$ cat src/rtl/lcd_pkg.sv
// Shared types and constants for the LCD frame writer: FSM states, bus phases,
// HD44780 command bytes and small decode helpers.
package lcd_pkg;

   typedef enum logic [3:0] {
      S_IDLE,
      S_INIT,
      S_CLR_WAIT,
      S_SNAP,
      S_ADDR_U,
      S_ROW_U,
      S_ADDR_L,
      S_ROW_L,
      S_DONE
   } lcd_state_e;

   typedef enum logic [1:0] {
      PH_SETUP,
      PH_STROBE,
      PH_HOLD
   } lcd_phase_e;

   localparam logic [7:0] CMD_FUNC_SET = 8'h38;
   localparam logic [7:0] CMD_DISP_ON  = 8'h0C;
   localparam logic [7:0] CMD_ENTRY    = 8'h06;
   localparam logic [7:0] CMD_CLEAR    = 8'h01;
   localparam logic [7:0] CMD_ADDR_U   = 8'h80;
   localparam logic [7:0] CMD_ADDR_L   = 8'hC0;
   localparam logic [7:0] CHAR_SPACE   = 8'h20;

   function automatic logic [7:0] init_cmd(input logic [1:0] idx);
      case (idx)
         2'd0:    init_cmd = CMD_FUNC_SET;
         2'd1:    init_cmd = CMD_DISP_ON;
         2'd2:    init_cmd = CMD_ENTRY;
         default: init_cmd = CMD_CLEAR;
      endcase
   endfunction

   // States that drive a SETUP/STROBE/HOLD bus transaction.
   function automatic logic is_xfer(input lcd_state_e s);
      is_xfer = (s == S_INIT) || (s == S_ADDR_U) || (s == S_ROW_U) ||
                (s == S_ADDR_L) || (s == S_ROW_L);
   endfunction

endpackage

$ cat src/rtl/lcd_tick_gen.sv
// TICK_DIV prescaler: one-cycle tick_o every TICK_DIV enabled cycles; clr_i
// restarts the count from zero.
module lcd_tick_gen #(
   parameter int TICK_DIV = 50
) (
   input  logic CLK,
   input  logic RST,
   input  logic clr_i,
   input  logic en_i,
   output logic tick_o
);

   localparam int CW = (TICK_DIV > 1) ? $clog2(TICK_DIV) : 1;
   localparam logic [CW-1:0] LAST = CW'(TICK_DIV - 1);

   logic [CW-1:0] cnt_q, cnt_d;

   always_comb begin
      cnt_d = cnt_q;
      if (clr_i)
         cnt_d = '0;
      else if (en_i)
         cnt_d = (cnt_q == LAST) ? '0 : cnt_q + 1'b1;
   end

   always_ff @(posedge CLK or posedge RST) begin
      if (RST)
         cnt_q <= '0;
      else
         cnt_q <= cnt_d;
   end

   assign tick_o = en_i && !clr_i && (cnt_q == LAST);

endmodule

$ cat src/rtl/lcd_frame_writer.sv
// Character-LCD writer: one-time init, then 2x16 frames from a shadow snapped at SNAP.
// Define LCD_DIRTY_SKIP_EN to skip frames whose text equals the last written shadow.
module lcd_frame_writer #(
   parameter int TICK_DIV  = 50,
   parameter int CLR_TICKS = 200
) (
   input  logic         CLK,
   input  logic         RST,
   input  logic         ENABLE,
   input  logic [127:0] TEXT_UPPER,
   input  logic [127:0] TEXT_LOWER,
   output logic         TLCD_E,
   output logic         TLCD_RS,
   output logic         TLCD_RW,
   output logic [7:0]   TLCD_DATA,
   output logic         BUSY,
   output logic         FRAME_DONE
);
   import lcd_pkg::*;

   localparam int WW = (CLR_TICKS > 1) ? $clog2(CLR_TICKS) : 1;

   lcd_state_e       state_q, state_d;
   lcd_phase_e       phase_q, phase_d;
   logic [3:0]       col_q, col_d;
   logic [WW-1:0]    wait_q, wait_d;
   logic             init_done_q, init_done_d;
   logic [31:0][7:0] shadow_q, shadow_d;
   logic             e_q, e_d;
   logic             tick;
   logic             xfer_end;
   logic             bus_rs;
   logic [7:0]       bus_data;
`ifdef LCD_DIRTY_SKIP_EN
   logic             written_q, written_d;
`endif

   lcd_tick_gen #(.TICK_DIV(TICK_DIV)) u_tick (
      .CLK   (CLK),
      .RST   (RST),
      .clr_i (state_q == S_IDLE),
      .en_i  (state_q != S_IDLE),
      .tick_o(tick)
   );

   always_comb begin
      state_d     = state_q;
      phase_d     = phase_q;
      col_d       = col_q;
      wait_d      = wait_q;
      init_done_d = init_done_q;
      shadow_d    = shadow_q;
`ifdef LCD_DIRTY_SKIP_EN
      written_d   = written_q;
`endif
      xfer_end    = 1'b0;

      if (is_xfer(state_q) && tick) begin
         case (phase_q)
            PH_SETUP:  phase_d = PH_STROBE;
            PH_STROBE: phase_d = PH_HOLD;
            default: begin
               phase_d  = PH_SETUP;
               xfer_end = 1'b1;
            end
         endcase
      end

      case (state_q)
         S_IDLE:
            if (ENABLE) state_d = init_done_q ? S_SNAP : S_INIT;
         S_INIT:
            // col_q doubles as the init command index; it leaves INIT at 0.
            if (xfer_end) begin
               col_d = col_q + 4'd1;
               if (col_q == 4'd3) begin
                  col_d   = '0;
                  wait_d  = '0;
                  state_d = S_CLR_WAIT;
               end
            end
         S_CLR_WAIT:
            if (tick) begin
               if (wait_q == WW'(CLR_TICKS - 1)) begin
                  init_done_d = 1'b1;
                  state_d     = S_SNAP;
               end else begin
                  wait_d = wait_q + 1'b1;
               end
            end
         S_SNAP: begin
            shadow_d = {TEXT_UPPER, TEXT_LOWER};
            state_d  = S_ADDR_U;
`ifdef LCD_DIRTY_SKIP_EN
            if (written_q && ({TEXT_UPPER, TEXT_LOWER} == shadow_q))
               state_d = S_IDLE;
`endif
         end
         S_ADDR_U:
            if (xfer_end) state_d = S_ROW_U;
         S_ROW_U:
            if (xfer_end) begin
               col_d = col_q + 4'd1;
               if (col_q == 4'd15) state_d = S_ADDR_L;
            end
         S_ADDR_L:
            if (xfer_end) state_d = S_ROW_L;
         S_ROW_L:
            if (xfer_end) begin
               col_d = col_q + 4'd1;
               if (col_q == 4'd15) state_d = S_DONE;
            end
         S_DONE: begin
            state_d = S_IDLE;
`ifdef LCD_DIRTY_SKIP_EN
            written_d = 1'b1;
`endif
         end
         default: state_d = S_IDLE;
      endcase

      e_d = (phase_d == PH_STROBE);
   end

   // Shadow byte {row, ~col}: upper row occupies bytes 31..16, column 0 highest.
   always_comb begin
      bus_rs   = 1'b0;
      bus_data = 8'h00;
      case (state_q)
         S_INIT:   bus_data = init_cmd(col_q[1:0]);
         S_ADDR_U: bus_data = CMD_ADDR_U;
         S_ROW_U: begin
            bus_rs   = 1'b1;
            bus_data = shadow_q[{1'b1, ~col_q}];
         end
         S_ADDR_L: bus_data = CMD_ADDR_L;
         S_ROW_L: begin
            bus_rs   = 1'b1;
            bus_data = shadow_q[{1'b0, ~col_q}];
         end
         default: ;
      endcase
   end

   always_ff @(posedge CLK or posedge RST) begin
      if (RST) begin
         state_q     <= S_IDLE;
         phase_q     <= PH_SETUP;
         col_q       <= '0;
         wait_q      <= '0;
         init_done_q <= 1'b0;
         shadow_q    <= {32{CHAR_SPACE}};
         e_q         <= 1'b0;
      end else begin
         state_q     <= state_d;
         phase_q     <= phase_d;
         col_q       <= col_d;
         wait_q      <= wait_d;
         init_done_q <= init_done_d;
         shadow_q    <= shadow_d;
         e_q         <= e_d;
      end
   end

`ifdef LCD_DIRTY_SKIP_EN
   always_ff @(posedge CLK or posedge RST) begin
      if (RST)
         written_q <= 1'b0;
      else
         written_q <= written_d;
   end
`endif

   assign TLCD_E     = e_q;
   assign TLCD_RS    = bus_rs;
   assign TLCD_RW    = 1'b0;
   assign TLCD_DATA  = bus_data;
   assign BUSY       = (state_q != S_IDLE);
   assign FRAME_DONE = (state_q == S_DONE);

endmodule

$ cat config.mk
export PLATFORM = sky130hd
export DESIGN_NAME = lcd_frame_writer
export DESIGN_NICKNAME = d
export VERILOG_FILES = /design/src/rtl/lcd_pkg.sv /design/src/rtl/lcd_tick_gen.sv /design/src/rtl/lcd_frame_writer.sv
export SDC_FILE = /design/constraint.sdc
export NUM_CORES = 1
export LEC_CHECK = 0
export BUFFER_PORTS_ARGS = -buffer_cell sky130_fd_sc_hd__buf_4
export CORE_MARGIN = 2
export CORE_UTILIZATION = 35
export DETAILED_ROUTE_END_ITERATION = 10
export PLACE_DENSITY = 0.66
export SLEW_MARGIN = 15
export SYNTH_ARGS = -nofsm -noshare
export SYNTH_HDL_FRONTEND = slang
export SYNTH_SLANG_ARGS = --single-unit
$ cat constraint.sdc
create_clock -name CLK -period 26 [get_ports CLK]
set_input_delay 2.6 -clock CLK [delete_from_list [all_inputs] [get_ports CLK]]
set_output_delay 2.6 -clock CLK [all_outputs]
set_load 0.01 [all_outputs]
* After elaboration in Yosys (flattened, before gate mapping)
Cells that the tools add are included.
** Storage, ports and cells
- Output and inout port bits :: 13
- Input port bits :: 259
- Bits in registers :: 282
** Cells by class
- Order comparisons :: 2
- Bitwise logic cells :: 1
- Mux-type cells :: 36
- Add/sub/neg operators :: 3
- Reductions and logical operators :: 21
- Equality and inequality tests :: 29
** Operators with widths (count)
- binary-select mux 8 bit (select 4 bit) :: 2
- two-way mux 4 bit :: 14
- two-way mux 8 bit :: 6
- case mux 8 bit (5 select lines) :: 1
- case mux 4 bit (8 select lines) :: 1
- two-way mux 6 bit :: 3
- != test 2 bit, second input constant :: 9
- case mux 6 bit (3 select lines) :: 1
- == test 4 x 3 -> 1 bit, second input constant :: 4
- case mux 8 bit (2 select lines) :: 1
- == test 4 x 2 -> 1 bit, second input constant :: 3
- AND reduction 11 bit :: 1
- adder 8 x 1 -> 8 bit, second input constant :: 1
- == test 4 bit, second input constant :: 2
- == test 8 bit, second input constant :: 1
- != test 2 x 1 -> 1 bit, second input constant :: 4
- case mux 4 bit (2 select lines) :: 1
- adder 6 x 1 -> 6 bit, second input constant :: 1
- == test 2 x 1 -> 1 bit, second input constant :: 3
- == test 6 bit, second input constant :: 1
- < comparator 4 x 6 -> 1 bit, second input constant :: 1
- < comparator 5 x 6 -> 1 bit, second input constant :: 1
- AND reduction 3 bit :: 2
- nonzero test 2 bit :: 3
- other kinds (15) :: 25

* Logic depth before layout (Yosys ltp)
Gate-level depths: netlist of the first run.
- Depth in word-level cells :: 9
- Gate-level depth with buffers :: 10

* Cells and area by module
Synthesis of the first run repeated with hierarchy kept, for this count alone.
** Second synthesis, totals
- Cell total of the unflattened synthesis :: 902
- Area total of the unflattened synthesis :: 13211.4 µm²
** By module, submodules not included
- lcd_frame_writer :: cells each 860, instances 1, area each 12829.8 µm², sequential area each 6946.7 µm²
- lcd_tick_gen :: cells each 42, instances 1, area each 381.6 µm², sequential area each 150.1 µm²

* Least setup slack after synthesis of the first run
Ideal clock, no wire load.
- Path type :: flip-flop to output port
- Start :: register col_q[0]
- End :: output port TLCD_DATA[6]
- Cell stages (with the launch flop) :: 7
- Path buffers :: 1
- Required time :: 23400 ps
- Path slack :: 21567 ps
- Data arrival time :: 1833 ps
- Cells stage by stage :: dfrtp_1 -> buf_6 -> mux4_2 -> nand2_1 -> and3_1 -> a211oi_1 -> or4_1
** On the way
- Word-level cells in the longest chain between the ends :: 4
- Elaborated cells between the ends (all ways) :: 6
** Ends and longest elaborated chain
- start, declared :: RTL line lcd_frame_writer.sv:25 : logic [3:0] col_q, col_d;
- start signal, assigned :: RTL line lcd_frame_writer.sv:157 : col_q <= col_d;
- inverter 4 bit * :: RTL line lcd_frame_writer.sv:134, lcd_frame_writer.sv:139
- binary-select mux 8 bit (select 4 bit) (on tied branches) :: RTL line lcd_frame_writer.sv:139, lcd_frame_writer.sv:134
- two-way mux 8 bit (on tied branches) :: RTL line lcd_frame_writer.sv:139, lcd_frame_writer.sv:134
- case mux 8 bit (5 select lines) * :: RTL line lcd_frame_writer.sv:129 : case (state_q)
- end, declared :: RTL line lcd_frame_writer.sv:15 : output logic [7:0] TLCD_DATA,
Mark *: on every way between the ends. The rest lies on a longest branch, timed or not. The select of a mux whose other input is x is not followed.

* Final worst setup path of the first run
- Start :: register col_q[0]
- End :: output port TLCD_DATA[1]
** On the way
- Word-level cells in the longest chain between the ends :: 4
- Elaborated cells between the ends (all ways) :: 10
** Ends and longest elaborated chain (RTL line)
- inverter 4 bit :: lcd_frame_writer.sv:134, lcd_frame_writer.sv:139
- binary-select mux 8 bit (select 4 bit) (on tied branches) :: lcd_frame_writer.sv:139, lcd_frame_writer.sv:134
- two-way mux 8 bit (on tied branches) :: lcd_frame_writer.sv:139, lcd_frame_writer.sv:134
- case mux 8 bit (5 select lines) * :: lcd_frame_writer.sv:129
Marks and branches as above.

==> results.md, run 1 <==
* Clk_lat worst skew at around 0.52 ns
* Post-layout util at a little under half
* Reg2Reg Setup Slack at between 20 and 25 ns
* Worst-path clk slew at 0.05 ns
* Ranking of synthesized cells by area: dfrtp_1, mux2_2, mux4_2
* Max Clock Skew at around 0.017 ns
* Gate power share at between 4 and 5%
* Post-CTS Hold Fix Bufs at 0
* Post-Syn Area per Cell at between 10 and 15 sq um
* EDFF count, synth at 0
* Crit path DAT at approximately 3.8 ns
* Clock H-tree levels at 2
* CP required at roughly 23 ns
* Global route total overflow at 0
* Least-Margin Pin Slew at 0.9956 ns
* Yosys warns at 0
* Initial drt markers at 456
* Switching power at approximately 210 uW
* Sequential area share after synthesis at 53.72%
* Reg area at 7104 sq um
* Initial antenna violation count at 9
* Leading register cell type out of synthesis: dfrtp_1
* Worst Hold Class: flip-flop to flip-flop
* Capturing point of the worst reg2reg path: shadow_q[104]
* CP startpoint: col_q[0]
* First-pass GRT wire length at ~54000 um
* Vias post-DR at ~8700
* Max clock buf depth at 3
* Lkg Pwr at roughly 8.0 nW
* Vias in the first global route at slightly above 9000
* Chip width at between 150 and 200 um
* # IOs at 272
* Final setup fails at 0
* Synth Net Count at roughly 1200
* Initial core utilization at roughly a third
* Synth Cell Area at about 13000 sq um
* Sw Ratio at a little over a fifth
* P&R area growth vs syn at 27.63%
* Fin nets at around 1400
* Worst rel slew slack at about a third
* Reg power frac at between 40% and 50%
* RR Startpoint: state_q[0]
* Setup_tns at 0 ns
* Port Buffers at between 200 and 300
* Unique cell type count in the Yosys netlist at 58
* Worst Setup Path Type: flip-flop to output pin
* Root Driver: clkbuf_16
* Fillcell total at approximately 3400
* Cell Area, Placed at 15660 sq um
* Max-cap violations at 0
* Synthesized flop and latch total at ~280
* Clock Power Share at 51.1%
* FP Rows at 71
* Fmax at roughly 160 MHz
* Largest net degree at the start of global routing at roughly 160
* Via/cell ratio at between 5 and 6
* Slew Limit Fails at 0
* End of the critical path: TLCD_DATA[1]
* GRT Total Usage at ~18%
* Number of clock sinks at approximately 280
* CTS buffer count at 34
* Core Area at roughly 37000 sq um
* Dominant cell type by area after synthesis: dfrtp_1
* Cell area after layout at roughly 17000 sq um
* Fin. Hold Viols at 0
* Int Power at slightly below 800 uW
* # DRC at 0
* Count leader, synth: mux2_2
* Multi-input gate area at 5744 sq um
* Post-cts sizing count at 0
* Die area at 39320 sq um
* Avg WL per Cell at around 21 um
* Post-CTS Setup Bufs at 0
* Most frequent cells after synthesis: mux2_2, dfrtp_1, mux4_2
* Startpoint types: flip-flop
* RSZ-0062 raised after global routing: false
* Die Y at 198.3 um
* Post-route ant nets at 0
* FFs w/ async S/R, synth at 100.0%
* Reg2Reg Depth at 5
* Fraction of layout cells with a size suffix above 1 at slightly below 60%
* Crit-path max FO at 51
* Min Tclk post-route at 6.397 ns
* Status: completed
* Power per cell area at 58.21 nW/um^2
* Synthesized netlist cell count at between 900 and 1000
* Wirelength, routed at between 30000 and 40000 um
* CTS tree: done
* DP HPWL at ~25000 um
* Crit path capture type: output pin
* Drt pass-1 iters at 4
* Final period util at between 20% and 30%
* Synth top area share at between 40 and 50%
* Routability cong. at between 0.7 and 0.8
* VDD IR-drop max at around 0.000034 V
[flip-flops by register name, indices dropped and copies added, names as in the netlist]
register / count
shadow_q: 256
wait_q: 8
u_tick.cnt_q: 6
col_q: 4
state_q: 4
phase_q: 2
TLCD_E: 1
init_done_q: 1
[how the worst min path moves through the flow]
stage               slack (ns)     endpoint  cells after the start        start
finish                    0.46  init_done_q                      2  init_done_q
detailed placement        0.45  init_done_q                      2  init_done_q
floorplan                 0.42  init_done_q                      2  init_done_q
CTS                       0.47  init_done_q                      2  init_done_q
global route              0.48  init_done_q                      2  init_done_q
global placement          0.44  init_done_q                      2  init_done_q
[layout by cell type (no fill, tap or decap), drive strengths merged, types with 11 or more instances in the layout]
master  instances
buf           280
mux2          269
dfrtp         250
mux4           51
clkbuf         50
nand2          40
dfstp          32
nand3          21
mux2i          19
nor2           19
inv            13
nor2b          12
a21oi          11
nor3           11
[cell families (layout without fill, tap and decap cells)]
| logic type | after synthesis | after routing | share of synthesized area (%) |
|---|---|---|---|
| adders and majority gates | 8 | 8 | 0.7577 |
| other | 1 | 3 | 0.02838 |
| and+or+nand+nor | 138 | 138 | 5.502 |
| buffers and inverters | 71 | 355 | 2.850 |
| DFF | 282 | 282 | 53.72 |
| muxes | 339 | 339 | 33.15 |
| xor gates and xnor gates | 6 | 6 | 0.3978 |
| AOI/OAI and AO/OA | 66 | 66 | 3.599 |
[through the flow]
stage	worst slack [ns]	hold slack (ns)	total power, mW	instances
after global routing	19.36	0.4842	1.016	1706
final	19.60	0.4617	0.9815	1708
after floorplan	15.67	0.4208	0.4539	911
after global placement	20.09	0.4442	0.4887	1644
after CTS	19.51	0.4662	0.9964	1706
after detailed placement	20.06	0.4524	0.4890	1644
[worst max-delay path, cell delays in order (launching register included)]
cell and delay (ns):
dfrtp_4 0.96, buf_4 0.73, mux4_2 0.59, nand2_1 0.09, nand3_1 0.09, nand3_1 0.20, o311ai_0 0.31, buf_4 0.25
[power groups by stage]
stage	Combinational, mW	Clock [mW]	Sequential (mW)
final	0.0407	0.502	0.439
after global routing	0.0448	0.532	0.439
after CTS	0.0421	0.515	0.439
after detailed placement	0.0421	0	0.447
after global placement	0.0417	0	0.447
after floorplan	0.00679	0	0.447
[final cells by class]
class	instances	area share (%)
sequential	282	42.13
multi-input combinational	558	34.07
timing repair buffer	280	12.54
clock buffer	50	6.256
tap	511	3.792
clock inverter	12	0.8459
inverter	13	0.3339
antenna	2	0.02968
[metal layers]
layer	vias to the layer above	routed length (um)	track usage [%]
met3	69	2958	6.507
li1	3927	-	-
met4	14	890	5.263
met2	236	16800	29.11
met1	4407	15150	23.67
met5	-	103	0
(Power assumes the default switching activity.)
==> run 2: changes to the inputs <==
--- a/config.mk
+++ b/config.mk
@@ -5,11 +5,12 @@
 export SDC_FILE = /design/constraint.sdc
 export NUM_CORES = 1
 export LEC_CHECK = 0
+export ABC_AREA = 1
 export BUFFER_PORTS_ARGS = -buffer_cell sky130_fd_sc_hd__buf_4
 export CORE_MARGIN = 2
 export CORE_UTILIZATION = 35
 export DETAILED_ROUTE_END_ITERATION = 10
-export PLACE_DENSITY = 0.66
+export PLACE_DENSITY = 0.68
 export SLEW_MARGIN = 15
 export SYNTH_ARGS = -nofsm -noshare
 export SYNTH_HDL_FRONTEND = slang
==> constraint.sdc (replaced) <==
create_clock -name CLK -period 5.2 [get_ports CLK]
set_input_delay 0.52 -clock CLK [delete_from_list [all_inputs] [get_ports CLK]]
set_output_delay 0.52 -clock CLK [all_outputs]
set_load 0.01 [all_outputs]
==> run 2 against run 1 <==
  * Wire length is 11% higher
  * Clock skew is 0.012 ns higher
  * Non-clock buffer count is 2 higher
  * Clock power grew to 4.8 times the previous value
  * Sequential cell count stayed put
==> results.md, run 2 <==
* Fin. Hold Viols at 0
* Fillcell total at between 3000 and 4000
* Int Power at 6.401 mW
* RSZ-0062 raised after global routing: false
* Crit path DAT at 3.55 ns
* Unique cell type count in the Yosys netlist at 35
* Count leader, synth: nand2_1
* FFs w/ async S/R, synth at 100.0%
* Register name with the most flops: shadow_q
* CP required at roughly 4.7 ns
* P&R area growth vs syn at 26.41%
* Global route total overflow at 0
* Crit path cell chain: inv_4 > buf_4 > nand2_1 > nand3_1 > nand2_1 > a21oi_1 > nand2_1 > nand2_1 > nand2_1 > nand3_1 > buf_4
* Max-cap violations at 0
* Most numerous cell on the critical path: nand2_1
* Crit path max-delay family: buffers and inverters
* GRT Max-Usage Layer: met2
* Routability cong. at between 0.7 and 0.8
* Crit-path max FO at 82
* Vias in the first global route at 11030
* Min Tclk post-route at about 4 ns
* Cells after DPL at about 2100
* DP HPWL at 27520 um
* Initial drt markers at 596
* Synthesized netlist cell count at 1410
* Sequential area share after synthesis at 52.11%
* EDFF count, synth at 0
* CTS buffer count at 34
* Post-route ant nets at 0
* Max FFs per register at around 260
* Drt pass-1 iters at 5
* VDD IR-drop max at around 0.0003 V
* Die Y at around 200 um
* Root Driver: clkbuf_16
* Reg power frac at between 40% and 50%
* FP Rows at 72
* Avg WL per Cell at 18.27 um
* Worst rel slew slack at just under 30%
* M1 GR Usage at a little over a quarter
* Status: completed
* Cell area after layout at between 15000 and 20000 sq um
* Sw Ratio at a little under a third
* Core Area at a little under 40000 sq um
* Worst Setup Path Type: flip-flop to output pin
* Synth Cell Area at 13620 sq um
* Worst Hold Class: primary input to asynchronous set/reset pin
* Max Clock Skew at between 0.02 and 0.03 ns
* Slew Limit Fails at 0
* Chip width at approximately 200 um
* Slowest cell on the critical path: dfrtp_4
* Switching power at slightly below 3 mW
* # DRC at 0
* Post-CTS Setup Bufs at 0
* Startpoint types: flip-flop
* Wirelength, routed at roughly 40000 um
* Final period util at between 70% and 80%
* Fraction of layout cells with a size suffix above 1 at around 36%
* Power per cell area at 539.6 nW/um^2
* Largest stage delay, worst path at about 0.80 ns
* Post-CTS Hold Fix Bufs at 0
* GR Util met2 at a little under a third
* Power, Total at just over 9 mW
* Dominant cell type by area after synthesis: dfrtp_1
* Leading register cell type out of synthesis: dfrtp_1
* Port Buffers at between 200 and 300
* Max clock buf depth at 3
* Fin nets at roughly 1900
* Largest net degree at the start of global routing at 139
* Number of clock sinks at ~280
* Final setup fails at 0
* Most frequent cells in the layout: nand2_1, buf_4, dfrtp_1
* Fmax at between 200 and 250 MHz
* Via/cell ratio at just under 5
* Vias post-DR at between 10000 and 15000
* Initial antenna violation count at 2
* Synth top area share at 45.93%
* Largest registers: shadow_q: 256 flops, wait_q: 8 flops, u_tick.cnt_q: 6 flops
* Post-Syn Area per Cell at 9.659 sq um
* Worst-path clk slew at 0.06 ns
* Die area at ~41000 sq um
* Critical path buffers and inverters at 3
* Yosys warns at 0
* GRT Total Usage at 19.87%
* Clock H-tree levels at 2
* Most frequent cells after synthesis: nand2_1, dfrtp_1, mux2_2
* Final hold slack at ~0.22 ns
* Routing usage on met3 at 5.345%
* Post-cts sizing count at 0
* First-pass GRT wire length at 62670 um
* Synth Net Count at around 1700
* Ranking of synthesized cells by area: dfrtp_1, mux2_2, nand2_1
* Synthesized flop and latch total at ~280
* Gate power share at between 30% and 40%
* Lkg Pwr at approximately 8 nW
* Setup_tns at 0 ns
* # IOs at ~270
* Clock Power Share at approximately a quarter
* Most common cell after layout, fill and taps aside: nand2_1
* Final Non-Filler Cells at approximately 2200
* Least-Margin Pin Slew at roughly 1.1 ns
* Clk_lat worst skew at 0.53 ns
* Diode count at 0
* Crit path capture type: output pin
* Initial core utilization at about a third
* Cell Area, Placed at ~16000 sq um
* CTS tree: done
## run 2: cell count changes in the layout (fill, tap and decap cells not counted), sizes merged, moves of 40 or more
cell,change
a21oi,+58
inv,+55
mux2,-49
mux4,-51
nand2,+309
nand3,+110
nor2,+88
o21ai,+40
## run 2: final timing paths
| check | from | endpoint | slack, ns | cells after the start |
|---|---|---|---|---|
| max reg2reg | col_q[1] | wait_q[0] | 2.44 | 9 |
| min | RST | shadow_q[182] | 0.22 | 2 |
| min in group CLK | TEXT_LOWER[14] | shadow_q[14] | 0.22 | 2 |
| max in group asynchronous | RST | col_q[0] | 3.70 | 3 |
| min reg2reg | init_done_q | init_done_q | 0.47 | 1 |
| max | col_q[0] | TLCD_DATA[5] | 1.13 | 11 |
## run 2: area by class of cell
class	count	area (sq um)	share of cell area, %
Clock buffer	53	1023	5.945
Clock inverter	8	123.9	0.7195
Inverter	70	269.0	1.563
Multi-Input combinational cell	974	5896	34.24
Sequential cell	282	7102	41.25
Tap cell	518	648.1	3.765
Timing Repair Buffer	282	2155	12.51
## run 2: power by group through the flow
stage                     Combinational (mW)  Clock, mW  Sequential [mW]
after floorplan                         2.28          0             3.73
after global placement                  2.87          0             3.90
after detailed placement                2.97          0             3.94
after CTS                               2.98       2.50             3.91
after global routing                    3.30       2.59             4.04
final                                   2.94       2.43             3.92
## run 2: kinds of logic after synthesis
family,count (synthesis),share of synthesized area (%)
and+or+nand+nor,594,17.91
DFF,282,52.11
muxes,220,18.19
buffers and inverters,154,4.676
AOI/OAI and AO/OA,142,5.769
xor gates and xnor gates,9,0.5787
adders and majority gates,8,0.7350
other,1,0.02753
## run 2: routing by layer
metal / wire length, um / vias to the layer above
met3: 2858 / 61
met5: 23 / -
met2: 18590 / 300
li1: - / 5144
met4: 833 / 4
met1: 17650 / 5285
## run 2: metrics by stage
step,setup slack (ns),util (%)
2_1_floorplan,0.9708,-
3_3_place_gp,1.610,41.68
3_5_place_dp,1.582,41.68
4_1_cts,1.017,44.65
5_1_grt,0.8227,44.65
6_report,1.132,44.65
==> run 3: changes to the inputs <==
--- a/config.mk
+++ b/config.mk
@@ -10,7 +10,7 @@
 export CORE_MARGIN = 2
 export CORE_UTILIZATION = 35
 export DETAILED_ROUTE_END_ITERATION = 10
-export PLACE_DENSITY = 0.68
+export PLACE_DENSITY = 0.66
 export SLEW_MARGIN = 15
 export SYNTH_ARGS = -nofsm -noshare
 export SYNTH_HDL_FRONTEND = slang
==> constraint.sdc (replaced) <==
create_clock -name CLK -period 4.26 [get_ports CLK]
set_input_delay 0.426 -clock CLK [delete_from_list [all_inputs] [get_ports CLK]]
set_output_delay 0.426 -clock CLK [all_outputs]
set_load 0.01 [all_outputs]
==> run 3 against run 2 <==
  * Via count increased by 0.54%
  * Die area unchanged
  * Total power rose by 22%
  * Register-to-register slack lost 0.88 ns
  * First-iteration DRC count is 13% higher
  * Global-route usage grew 0.24 points
  * Clock power is 23% higher
  * Largest cell class unchanged
  * Sequential power grew 22%
  * Non-clock buffer count increased by 2
==> results.md, run 3 (synthesis gave the netlist of run 2 again) <==
* Status: completed
* Clock H-tree levels at 2
* Clk_lat worst skew at approximately 0.52 ns
* Reg area at ~7000 sq um
* Crit path capture type: output pin
* Drt pass-1 iters at 6
* Cell area after layout at approximately 17000 sq um
* Worst Setup Path Type: flip-flop to output pin
* Most frequent cells in the layout: nand2_1, buf_4, dfrtp_1
* Worst Hold Class: primary input to flip-flop
* Die Y at 201.3 um
* Least-Margin Pin Slew at ~1.0 ns
* Power per cell area at roughly 660 nW/um^2
* Cell Area, Placed at 16120 sq um
* Die area at between 40000 and 50000 sq um
* Core Area at 38560 sq um
* Initial antenna violation count at 2
* Multi-input gate area at a little under 6000 sq um
* Max FFs per register at around 260
* Chip width at 201.3 um
* Final period util at between 70% and 80%
* Worst rel slew slack at between 30% and 40%
* Worst-path clk slew at roughly 0.060 ns
* Pre-CTS setup slack at ~1.5 ns
* Most numerous cell on the critical path: nand2_1
* Critical path buffers and inverters at 3
* Fillcell total at 3762
* Register name with the most flops: shadow_q
* Post-CTS Hold Fix Bufs at 0
* Most common cell after layout, fill and taps aside: nand2_1
* Routability cong. at just over 0.8
* # IOs at ~270
* Max-cap violations at 0
* Fin nets at 1913
* Wirelength, routed at between 40000 and 50000 um
* Avg WL per Cell at 18.79 um
* Largest net degree at the start of global routing at 164
* P&R area growth vs syn at 26.83%
* Post-CTS Setup Bufs at 0
* Initial drt markers at ~670
* Post-cts sizing count at 0
* Post-route ant nets at 0
* FP Rows at between 70 and 80
* Reg power frac at a little over two fifths
* Root Driver: clkbuf_16
* First-pass GRT wire length at around 63000 um
* Worst setup margin at approximately 1.0 ns
* Crit-path max FO at 83
* Fmax at roughly 300 MHz
* Crit path max-delay family: buffers and inverters
* Fin. Hold Viols at 0
* Final setup fails at 0
* Max clock buf depth at 3
* GRT Total Usage at just over 20%
* Number of clock sinks at roughly 280
* Vias in the first global route at 11060
* Initial core utilization at between 30% and 40%
* Fraction of layout cells with a size suffix above 1 at ~36%
* RSZ-0062 raised after global routing: false
* VDD IR-drop max at 0.0003619 V
* CP required at 3.83 ns
* Global route total overflow at 0
* # DRC at 0
* Setup_tns at 0 ns
* CTS buffer count at 34
* CTS tree: done
* Gate power share at between 30% and 40%
* Final hold slack at about 0.14 ns
* DP HPWL at 28640 um
* Slew Limit Fails at 0
* Port Buffers at 270
* Startpoint types: flip-flop
* Slowest cell on the critical path: inv_4
* Crit path cell chain: inv_4 > buf_4 > nand2_1 > nand3_1 > nand2_1 > a21oi_1 > nand2_1 > nand2_1 > nand2_1 > nand3_1 > buf_4
* Largest stage delay, worst path at ~0.63 ns
* Switching power at 3.592 mW
* Largest registers: shadow_q: 256 flops, wait_q: 8 flops, u_tick.cnt_q: 6 flops
* Int Power at slightly below 8 mW
* Via/cell ratio at about 5
* Vias post-DR at ~11000
* Lkg Pwr at roughly 8.1 nW
* Sw Ratio at between 30% and 40%
* Min Tclk post-route at 3.237 ns
* Clock Power Share at a little over a quarter
* Max Clock Skew at 0.01414 ns
* Crit path DAT at 2.81 ns
-- run 3: changes by cell type in the layout (fill, tap and decap cells not counted), sizes merged --
cell | before | now
clkinvlp | 3 | 5
bufinv | 3 | 4
buf | 282 | 284
diode | 0 | 1
inv | 68 | 70
clkbuf | 53 | 43
clkinv | 4 | 9
-- run 3: power by group through the flow --
| stage | clock [mW] | combinational, mW | sequential [mW] |
|---|---|---|---|
| 2_1_floorplan | 0 | 2.79 | 4.56 |
| 3_3_place_gp | 0 | 3.52 | 4.77 |
| 3_5_place_dp | 0 | 3.63 | 4.81 |
| 4_1_cts | 3.06 | 3.65 | 4.77 |
| 5_1_grt | 3.16 | 4.02 | 4.92 |
| 6_report | 2.98 | 3.61 | 4.79 |
-- run 3: area by class of cell --
cell class                      count  share of cell area (%)
Sequential cell                   282                   41.12
Multi-Input combinational cell    974                   34.13
Timing Repair Buffer              284                   12.78
Clock buffer                       43                   5.360
Tap cell                          518                   3.752
Inverter                           70                   1.557
Clock inverter                     18                   1.289
Antenna cell                        1                 0.01449
-- run 3: worst register-to-register path: cells and delay by family, from the launching register on --
kind	cells	cell delay [ns]
buffers and inverters	1	0.59
DFF	1	0.44
adders and majority gates	1	0.41
and+or+nand+nor	7	1.17
-- run 3: path summary, 6_finish.rpt --
path / slack [ns] / start / cells past startpoint / endpoint
worst max-delay path: 1.02 / col_q[0] / 11 / TLCD_DATA[7]
min in group asynchronous: 0.15 / RST / 2 / shadow_q[196]
worst max register to register: 1.56 / col_q[1] / 9 / wait_q[4]
max in group asynchronous: 3.00 / RST / 3 / shadow_q[8]
worst min register to register: 0.47 / shadow_q[229] / 2 / shadow_q[229]
worst min-delay path: 0.14 / TEXT_LOWER[83] / 2 / shadow_q[83]
-- run 3: metal layers --
layer	wire length, um	vias up	GRT usage (%)
met5	16	-	0
met4	1094	2	5.935
met3	2658	65	4.616
met2	18650	316	31.48
met1	18730	5323	27.88
li1	-	5146	-
-- run 3: per-stage QoR --
step	utilization [%]	std cells	power, mW
floorplan	-	1410	7.347
global placement	41.81	2128	8.295
detailed placement	41.81	2128	8.442
CTS	44.79	2189	11.48
global route	44.79	2189	12.10
finish	44.80	2190	11.38
